`src/rtl/program_loader.sv`:
```
// Assembles a received byte stream into 16-bit program words and writes them
// sequentially into program memory. Optional checksum stage: PROG_LOADER_CHECKSUM_EN.
module program_loader #(
   parameter int ADDR_W    = 11,
   parameter int MEM_DEPTH = 2048
) (
   input  logic              clk,
   input  logic              reset,
   input  logic              start,
   input  logic [7:0]        rx_data,
   input  logic              rx_valid,
   output logic [ADDR_W-1:0] prog_addr,
   output logic [15:0]       prog_data,
   output logic              prog_we,
   output logic              busy,
   output logic              cpu_run,
   output logic              done,
   output logic              err
);

   localparam logic [ADDR_W-1:0] LAST_ADDR = ADDR_W'(MEM_DEPTH - 1);

`ifdef PROG_LOADER_CHECKSUM_EN
   typedef enum logic [2:0] {IDLE, WAIT_HI, WAIT_LO, WRITE, DONE, ERROR, CHK} state_t;
   logic [7:0] checksumReg, checksumNext;
`else
   typedef enum logic [2:0] {IDLE, WAIT_HI, WAIT_LO, WRITE, DONE, ERROR} state_t;
`endif

   state_t            stateReg, stateNext;
   logic [ADDR_W-1:0] progAddrReg, progAddrNext;
   logic [15:0]       progDataReg, progDataNext;

   always_ff @(posedge clk or posedge reset) begin
      if (reset) begin
         stateReg    <= IDLE;
         progAddrReg <= '0;
         progDataReg <= '0;
`ifdef PROG_LOADER_CHECKSUM_EN
         checksumReg <= '0;
`endif
      end else begin
         stateReg    <= stateNext;
         progAddrReg <= progAddrNext;
         progDataReg <= progDataNext;
`ifdef PROG_LOADER_CHECKSUM_EN
         checksumReg <= checksumNext;
`endif
      end
   end

   always_comb begin
      stateNext    = stateReg;
      progAddrNext = progAddrReg;
      progDataNext = progDataReg;
`ifdef PROG_LOADER_CHECKSUM_EN
      checksumNext = checksumReg;
`endif
      case (stateReg)
         IDLE: begin
            if (start) begin
               stateNext    = WAIT_HI;
               progAddrNext = '0;
`ifdef PROG_LOADER_CHECKSUM_EN
               checksumNext = '0;
`endif
            end
         end
         WAIT_HI: begin
            if (rx_valid) begin
               progDataNext = {rx_data, progDataReg[7:0]};
               stateNext    = WAIT_LO;
`ifdef PROG_LOADER_CHECKSUM_EN
               checksumNext = checksumReg ^ rx_data;
`endif
            end
         end
         WAIT_LO: begin
            if (rx_valid) begin
               progDataNext = {progDataReg[15:8], rx_data};
               stateNext    = WRITE;
`ifdef PROG_LOADER_CHECKSUM_EN
               checksumNext = checksumReg ^ rx_data;
`endif
            end
         end
         WRITE: begin
            // HLT wins over memory-full so a HLT in the last slot still completes
            if (progDataReg[15:11] == 5'b00000) begin
`ifdef PROG_LOADER_CHECKSUM_EN
               stateNext = CHK;
`else
               stateNext = DONE;
`endif
            end else if (progAddrReg == LAST_ADDR) begin
               stateNext = ERROR;
            end else begin
               progAddrNext = progAddrReg + ADDR_W'(1);
               if (rx_valid) begin
                  progDataNext = {rx_data, progDataReg[7:0]};
                  stateNext    = WAIT_LO;
`ifdef PROG_LOADER_CHECKSUM_EN
                  checksumNext = checksumReg ^ rx_data;
`endif
               end else begin
                  stateNext = WAIT_HI;
               end
            end
         end
`ifdef PROG_LOADER_CHECKSUM_EN
         CHK: begin
            if (rx_valid) begin
               stateNext = (rx_data == checksumReg) ? DONE : ERROR;
            end
         end
`endif
         DONE:    stateNext = DONE;
         ERROR:   stateNext = ERROR;
         default: stateNext = IDLE;
      endcase
   end

   always_comb begin
      prog_addr = progAddrReg;
      prog_data = progDataReg;
      prog_we   = (stateReg == WRITE);
      done      = (stateReg == DONE);
      cpu_run   = (stateReg == DONE);
      err       = (stateReg == ERROR);
`ifdef PROG_LOADER_CHECKSUM_EN
      busy      = (stateReg == WAIT_HI) || (stateReg == WAIT_LO) ||
                  (stateReg == WRITE)   || (stateReg == CHK);
`else
      busy      = (stateReg == WAIT_HI) || (stateReg == WAIT_LO) ||
                  (stateReg == WRITE);
`endif
   end

endmodule
```
`config.mk`:
```
export PLATFORM = sky130hd
export DESIGN_NAME = program_loader
export DESIGN_NICKNAME = d
export VERILOG_FILES = /design/src/rtl/program_loader.sv
export SDC_FILE = /design/constraint.sdc
export NUM_CORES = 1
export LEC_CHECK = 0
export ABC_AREA = 1
export CORE_ASPECT_RATIO = 0.8
export CORE_MARGIN = 4
export CORE_UTILIZATION = 50
export CTS_CLUSTER_DIAMETER = 150
export DETAILED_ROUTE_END_ITERATION = 10
export PLACE_DENSITY_LB_ADDON = 0.15
export RECOVER_POWER = 100
export SYNTH_ARGS = -nofsm -noshare
export SYNTH_HDL_FRONTEND = slang
export SYNTH_SLANG_ARGS = --single-unit
```
`constraint.sdc`:
```
create_clock -name clk -period 2.9 [get_ports clk]
set_input_delay 0.725 -clock clk [delete_from_list [all_inputs] [get_ports clk]]
set_output_delay 0.725 -clock clk [all_outputs]
set_load 0.03 [all_outputs]
```
# Word level (Yosys, flattened, before mapping)
# Cells that the tools add are included.
# word_totals
ramBits	0
reg_bits	30
latchBits	0
n_memories	0
out_inout_bits	32
inputBits	12
romBits	0
# op_classes
shifts	0
order_cmp	0
div	0
bitwise_logic	1
n_reduce_logical	11
mul	0
n_addsub	1
n_eq_ne	11
mux	16
# ops
operator	count
$mux 16	3
$pmux 16 s3	1
$mux 11	3
$pmux 11 s2	1
$pmux 3 s6	1
$mux 3	5
$reduce_and 4->1	3
$add 11x1->11 const B	1
$eq 11x11->1 const B	1
$ne 2x2->1 const B	5
$mux 8	1
$eq 3x2->1 const B	2
$eq 3x3->1 const B	2
$logic_not 5->1	1
$reduce_bool 2->1	2
$eq 3x1->1 const B	1
$logic_not 3->1	1
$reduce_and 3->1	1
$reduce_bool 3->1	1
$logic_or 1x1->1	2
$mux 2	1
$not 1->1	1

# Longest topological paths before layout
# Gate-level depths: netlist of run 1.
# logic_depth
ltp_word	4
ltp_mapped	9
mapped_depth_nobuf	9

# Worst setup path before layout of run 1
# No wires, ideal clock.
# synth_path
kind	flip-flop to output port
from	register stateReg[0]
to	output port done
required_ps	2175
path_buffers	2
stages_incl_launch_ff	4
path_slack_ps	514
arrival_ps	1661
cell_sequence	dfrtp_1 > clkbuf_1 > nor3_1 > buf_4
# synth_between
elab_chain_cells	1
# synth_lines
element	line_no	source
from (decl)	30	state_t stateReg, stateNext;
from (signal assigned)	43	stateReg <= stateNext;
$eq 3x3->1	--	
to (decl)	17	output logic done,
# No other way between the ends.

# Worst setup path in the final report of run 1
# layout_path
from	register stateReg[0]
to	output port prog_we
# layout_between
elab_chain_cells	1
# layout_lines
element	line_no	source
$eq 3x2->1	126	prog_we = (stateReg == WRITE);
to (decl)	14	output logic prog_we,
# No other way between the ends.

==> results.sh, run 1 <==
export IMPL_initial_core_util_pct=53.1
export IMPL_synth_edf_count=0
export IMPL_post_dp_cell_area_mm2=0.00212
export IMPL_grt_pass1_wl_um=6270
export IMPL_cts_tree="yes"
export IMPL_max_clock_path_buffers=2
export IMPL_timing_critical_path_buf_inv=1
export IMPL_fin_tns_setup_ns=0
export IMPL_post_cts_setup_buffers=0
export IMPL_yosysMostFrequentCell="nand2_1"
export IMPL_grt_usage_pct=19.7
export IMPL_ff_latch_area_um2=751
export IMPL_fin_util_pct=69.3
export IMPL_setup_viol=0
export IMPL_drt_initial_drc_count=117
export IMPL_core_mm2=0.00313
export IMPL_wirelength_um=3810
export IMPL_path_cells="nand2_1, nor2_1, dlygate4sd3_1"
export IMPL_routedWlPerCell_um=12.8
export IMPL_synthDistinctLibCells=22
export IMPL_required_ns=2.17
export IMPL_final_hold_viol_count=0
export IMPL_die_height_um=59.6
export IMPL_synth_common_cells="nand2_1, dfrtp_1, inv_1, nor2_1, nand3_1"
export IMPL_slew_violations=31
export IMPL_relSlewSlack_pct=-8.81
export IMPL_worstSetupEndpointType="output port"
export IMPL_area_delta_synth_final_pct=30.6
export IMPL_max_freq_mhz=370
export IMPL_io_buffer_count=43
export IMPL_via_count=1510
export IMPL_die_area_mm2=0.00432
export IMPL_path_class="reg2out"
export IMPL_synth_top_area_cell="dfrtp_1"
export IMPL_clock_sinks=30
export IMPL_cts_root_buf="clkbuf_8"
export IMPL_hold_buffers=0
export IMPL_netlist_area_mm2=0.00166
export IMPL_finalCriticalPeriod_ns=2.70
export IMPL_cp_arrival_ns=1.98
export IMPL_clkTransAtPathRegs_ns=0.06
export IMPL_synth_fp_nets=223
export IMPL_crit_path_start_kind="flop"
export IMPL_power_leakage_nw=1.13
export IMPL_fin_nets=270
export IMPL_cellPowerDensity_mw_per_mm2=1020
export IMPL_whs_ns=0.470
export IMPL_ys_async_sr_fraction_pct=100
export IMPL_peakVddDrop_mv=0.603
export IMPL_std_cell_rows=18
export IMPL_yosys_warnings=0
export IMPL_cts_resized=0
export IMPL_ant_nets=0
export IMPL_cts_inserted_buffers=5
export IMPL_synthCells=210
export IMPL_drc=0
export IMPL_insertedDiodeCount=0
export IMPL_cap_violations=1
export IMPL_ys_seq_area_share_pct=45.2
export IMPL_grt_max_degree=31
export IMPL_overflow=0
export IMPL_grt_pass1_vias=1312
export IMPL_synth_seq_cells=30
export IMPL_path_delay_family="buffers and inverters"
export IMPL_firstDrtPassIters=4
export IMPL_dp_hpwl_um=2780
export IMPL_worst_path_max_fanout=14
export IMPL_multi_input_area_um2=768
export IMPL_fillers=279
export IMPL_antenna_found_initial=0
export IMPL_cp_slowest_cell="dlygate4sd3_1"
export IMPL_skew_ns=0.00352
export IMPL_min_period_over_period_pct=93.1
export IMPL_synth_area_top_cells="dfrtp_1, nand2_1, mux2_2, inv_1, nand4_1"
export IMPL_fin_area_mm2=0.00217
export IMPL_drive_gt1_share_pct=6.61
export IMPL_synthFlopType="dfrtp_1"
export IMPL_synth_top_area_share_pct=45.2
export IMPL_max_slew_worst_pin_slew_ns=1.63
export IMPL_violations="capacitance limit, slew limit"
export IMPL_rsz0062_at_grt="no"
export IMPL_place_gp_congestion=0.811
export IMPL_die_width_um=72.5
export IMPL_clock_latency_ns=0.28
export IMPL_hp_class="reg2reg"
export IMPL_slowest_delay_ns=0.76
export IMPL_vias_per_cell=5.08
export IMPL_io_pins=44
export IMPL_htreeDepth=2
export IMPL_syn_avg_cell_area_um2=7.91
export IMPL_outcome="finished, violations left"
==> through the flow <==
step	power (mW)	instances	setup WS [ns]
floorplan	1.57	210	0.514
global placement	1.98	290	0.603
detailed placement	1.99	290	0.585
CTS	2.32	297	0.277
global route	2.38	297	0.0892
finish	2.21	297	0.199
==> worst min-delay path: cells and delay by family (launching register included) <==
| kind | cells | cell delay (ns) |
|---|---|---|
| flip-flops | 1 | 0.34 |
| AND/OR/NAND/NOR | 2 | 0.10 |
==> kinds of logic (layout without fill, tap and decap cells) <==
family | Yosys count | count (layout) | share of synthesized area (%)
adders and majority gates | 1 | 1 | 0.753
buffers and inverters | 28 | 75 | 7.45
muxes | 9 | 9 | 6.02
xor gates and xnor gates | 7 | 7 | 3.69
AOI/OAI and AO/OA | 3 | 3 | 1.05
DFF | 30 | 30 | 45.2
and+or+nand+nor | 132 | 132 | 35.8
==> where the power goes <==
group	switching (mW)	internal, mW
clock	0.146	0.165
combinational	0.771	0.419
sequential	0.141	0.568
==> state kept, by name, summed over array words and instances (netlist names) <==
| signal | flops |
|---|---|
| prog_data | 16 |
| stateReg | 3 |
| prog_addr | 11 |
==> routing by layer <==
layer | global-route usage, % | part of all wire (%) | up-vias
met2 | 27.9 | 43 | 53
met5 | 0 | 0 | -
li1 | - | - | 766
met1 | 28.1 | 47 | 686
met4 | 6.32 | 1.2 | 0
met3 | 7.29 | 8.8 | 5
==> area by class of cell <==
class / instances / share of cell area [%]
clock buffer: 7 / 3.52
timing repair buffer: 45 / 20.2
multi-input combinational: 152 / 35.4
sequential: 30 / 34.6
tap: 40 / 2.31
inverter: 23 / 3.98
==> layout by cell type, fill, tap and decap left out, types with 5 or more instances in the layout <==
cell type        Yosys  layout
clkbuf_8             0       5
clkdlybuf4s50_1      0       9
dfrtp_1             30      30
dlygate4sd3_1        0      34
inv_1               22      23
mux2_2               8       8
nand2_1             74      75
nand3_1             15      16
nand4_1             13      14
nor2_1              20      22
xor2_1               7       7
==> path summary, 6_finish.rpt <==
check	from	endpoint	slack [ns]	cells past startpoint
max in group asynchronous	reset	prog_data[8]$_DFFE_PP0P_	0.51	3
worst min-delay path	prog_data[8]$_DFFE_PP0P_	prog_data[8]$_DFFE_PP0P_	0.47	2
worst max register to register	stateReg[0]$_DFFE_PP0P_	prog_addr[6]$_DFFE_PP0P_	0.54	8
worst max-delay path	stateReg[0]$_DFFE_PP0P_	prog_we	0.20	3
min in group asynchronous	reset	prog_addr[6]$_DFFE_PP0P_	1.45	3
worst min register to register	prog_data[8]$_DFFE_PP0P_	prog_data[8]$_DFFE_PP0P_	0.47	2
(Power assumes the default switching activity.)
==> run 2: changes to the inputs <==
--- a/config.mk
+++ b/config.mk
@@ -9,7 +9,6 @@
 export CORE_ASPECT_RATIO = 0.8
 export CORE_MARGIN = 4
 export CORE_UTILIZATION = 50
-export CTS_CLUSTER_DIAMETER = 150
 export DETAILED_ROUTE_END_ITERATION = 10
 export PLACE_DENSITY_LB_ADDON = 0.15
 export RECOVER_POWER = 100
==> results of run 2 <==
The final DEF is identical to that of run 1; final timing and power are the same.
==> run 3: changes to the inputs <==
--- a/config.mk
+++ b/config.mk
@@ -10,6 +10,7 @@
 export CORE_MARGIN = 4
 export CORE_UTILIZATION = 50
 export DETAILED_ROUTE_END_ITERATION = 10
+export MAX_ROUTING_LAYER = met4
 export PLACE_DENSITY_LB_ADDON = 0.15
 export RECOVER_POWER = 100
 export SYNTH_ARGS = -nofsm -noshare
==> run 3 against run 2 <==
Against the previous run:
- the run still ends with capacitance limit, slew limit left
- design area is the same
- first-iteration DRC count stayed put
- combinational power about the same
- global-route usage rose by 0.60 points
- sequential share of layout area is the same
- maximum frequency about the same
- worst setup slack hardly changed
- core utilization unchanged
- total power hardly changed
- count of clock-buffer cells in the layout unchanged
- non-clock buffer count unchanged
- register-to-register slack about the same
- critical endpoint unchanged
- largest power group unchanged
==> results.sh, run 3 (synthesis results as in run 1) <==
export IMPL_via_count=1510
export IMPL_die_area_mm2=0.00432
export IMPL_worstSetupEndpointType="output port"
export IMPL_violations="capacitance limit, slew limit"
export IMPL_largest_reg_flops=16
export IMPL_crit_path_start_kind="flop"
export IMPL_grt_usage_pct=20.3
export IMPL_max_slew_worst_pin_slew_ns=1.63
export IMPL_die_width_um=72.5
export IMPL_drt_initial_drc_count=117
export IMPL_path_class="reg2out"
export IMPL_max_clock_path_buffers=2
export IMPL_io_buffer_count=43
export IMPL_cap_violations=1
export IMPL_hold_buffers=0
export IMPL_clkTransAtPathRegs_ns=0.06
export IMPL_die_height_um=59.6
export IMPL_grt_max_degree=31
export IMPL_post_cts_setup_buffers=0
export IMPL_firstDrtPassIters=4
export IMPL_drc=0
export IMPL_slew_violations=31
export IMPL_htreeDepth=2
export IMPL_fin_tns_setup_ns=0
export IMPL_layout_common_cells="nand2_1, dlygate4sd3_1, dfrtp_1"
export IMPL_power_leakage_nw=1.13
export IMPL_fin_nets=270
export IMPL_hp_class="reg2reg"
export IMPL_rsz0062_at_grt="no"
export IMPL_cts_tree="yes"
export IMPL_min_period_over_period_pct=93.1
export IMPL_final_common_cell="nand2_1"
export IMPL_cts_root_buf="clkbuf_8"
export IMPL_dp_hpwl_um=2780
export IMPL_antenna_found_initial=0
export IMPL_insertedDiodeCount=0
export IMPL_relSlewSlack_pct=-8.80
export IMPL_cp_arrival_ns=1.98
export IMPL_cts_inserted_buffers=5
export IMPL_required_ns=2.17
export IMPL_place_gp_congestion=0.823
export IMPL_ant_nets=0
export IMPL_wirelength_met1_um=1820
export IMPL_grt_pass1_vias=1311
export IMPL_outcome="finished, violations left"
export IMPL_core_mm2=0.00313
export IMPL_vias_per_cell=5.08
export IMPL_max_freq_mhz=370
export IMPL_io_pins=44
export IMPL_routed_top_layer="met4"
export IMPL_wirelength_um=3810
export IMPL_cellPowerDensity_mw_per_mm2=1020
export IMPL_final_hold_viol_count=0
export IMPL_totalPowerFinal_mw=2.21
export IMPL_overflow=0
export IMPL_wl_met3_um=283
export IMPL_clock_sinks=30
export IMPL_initial_core_util_pct=53.1
export IMPL_grt_pass1_wl_um=6280
export IMPL_routedWlPerCell_um=12.8
export IMPL_area_delta_synth_final_pct=30.6
export IMPL_drive_gt1_share_pct=6.61
export IMPL_wl_met2_um=1650
export IMPL_worst_path_max_fanout=14
export IMPL_std_cell_rows=18
export IMPL_finalCriticalPeriod_ns=2.70
export IMPL_setup_viol=0
export IMPL_peakVddDrop_mv=0.603
export IMPL_clock_latency_ns=0.28
export IMPL_cts_resized=0
export IMPL_skew_ns=0.00354
## run 3: cell counts in the layout (fill, tap and decap cells not counted)
No cell type changed its count.
## run 3: critical path, stage by stage (launching register included)
cell           delay [ns]
dfrtp_1              0.60
nand2_1              0.16
nor2_1               0.17
dlygate4sd3_1        0.76
## run 3: per-stage QoR
stage | std cells | utilization, % | cell area, um^2 | hold WS [ns] | setup slack [ns]
floorplan | 210 | - | 1660 | 0.546 | 0.514
global placement | 290 | 67.7 | 2120 | 0.458 | 0.603
detailed placement | 290 | 67.7 | 2120 | 0.468 | 0.585
CTS | 297 | 70.1 | 2200 | 0.482 | 0.277
global route | 297 | 69.3 | 2170 | 0.515 | 0.0891
finish | 297 | 69.3 | 2170 | 0.470 | 0.199
## run 3: layout make-up
| cell class | instances | area (um^2) |
|---|---|---|
| tap | 40 | 50.0 |
| multi-input combinational | 152 | 768 |
| inverter | 23 | 86.3 |
| clock buffer | 7 | 76.3 |
| fill | 279 | 961 |
| sequential | 30 | 751 |
| timing repair buffer | 45 | 438 |
## run 3: path summary, 6_finish.rpt
| path | end | from | slack, ns | cells after the start |
|---|---|---|---|---|
| worst max register to register | prog_addr[6]$_DFFE_PP0P_ | stateReg[0]$_DFFE_PP0P_ | 0.54 | 8 |
| min in group asynchronous | prog_addr[6]$_DFFE_PP0P_ | reset | 1.45 | 3 |
| max in group asynchronous | prog_data[8]$_DFFE_PP0P_ | reset | 0.51 | 3 |
| worst min register to register | prog_data[8]$_DFFE_PP0P_ | prog_data[8]$_DFFE_PP0P_ | 0.47 | 2 |
| worst max-delay path | prog_we | stateReg[0]$_DFFE_PP0P_ | 0.20 | 3 |
| worst min-delay path | prog_data[8]$_DFFE_PP0P_ | prog_data[8]$_DFFE_PP0P_ | 0.47 | 2 |
## run 3: layer usage
layer / track usage [%] / vias to the layer above
met5: - / -
li1: - / 766
met3: 6.10 / 5
met2: 27.9 / 53
met4: 6.32 / 0
met1: 28.8 / 686
## run 3: power breakdown
part           internal [mW]  switching, mW  total [mW]  leakage [nW]
sequential             0.568          0.141       0.709         0.384
clock                  0.165          0.146       0.311        0.0383
combinational          0.419          0.772        1.19         0.707
total                   1.15           1.06        2.21          1.13
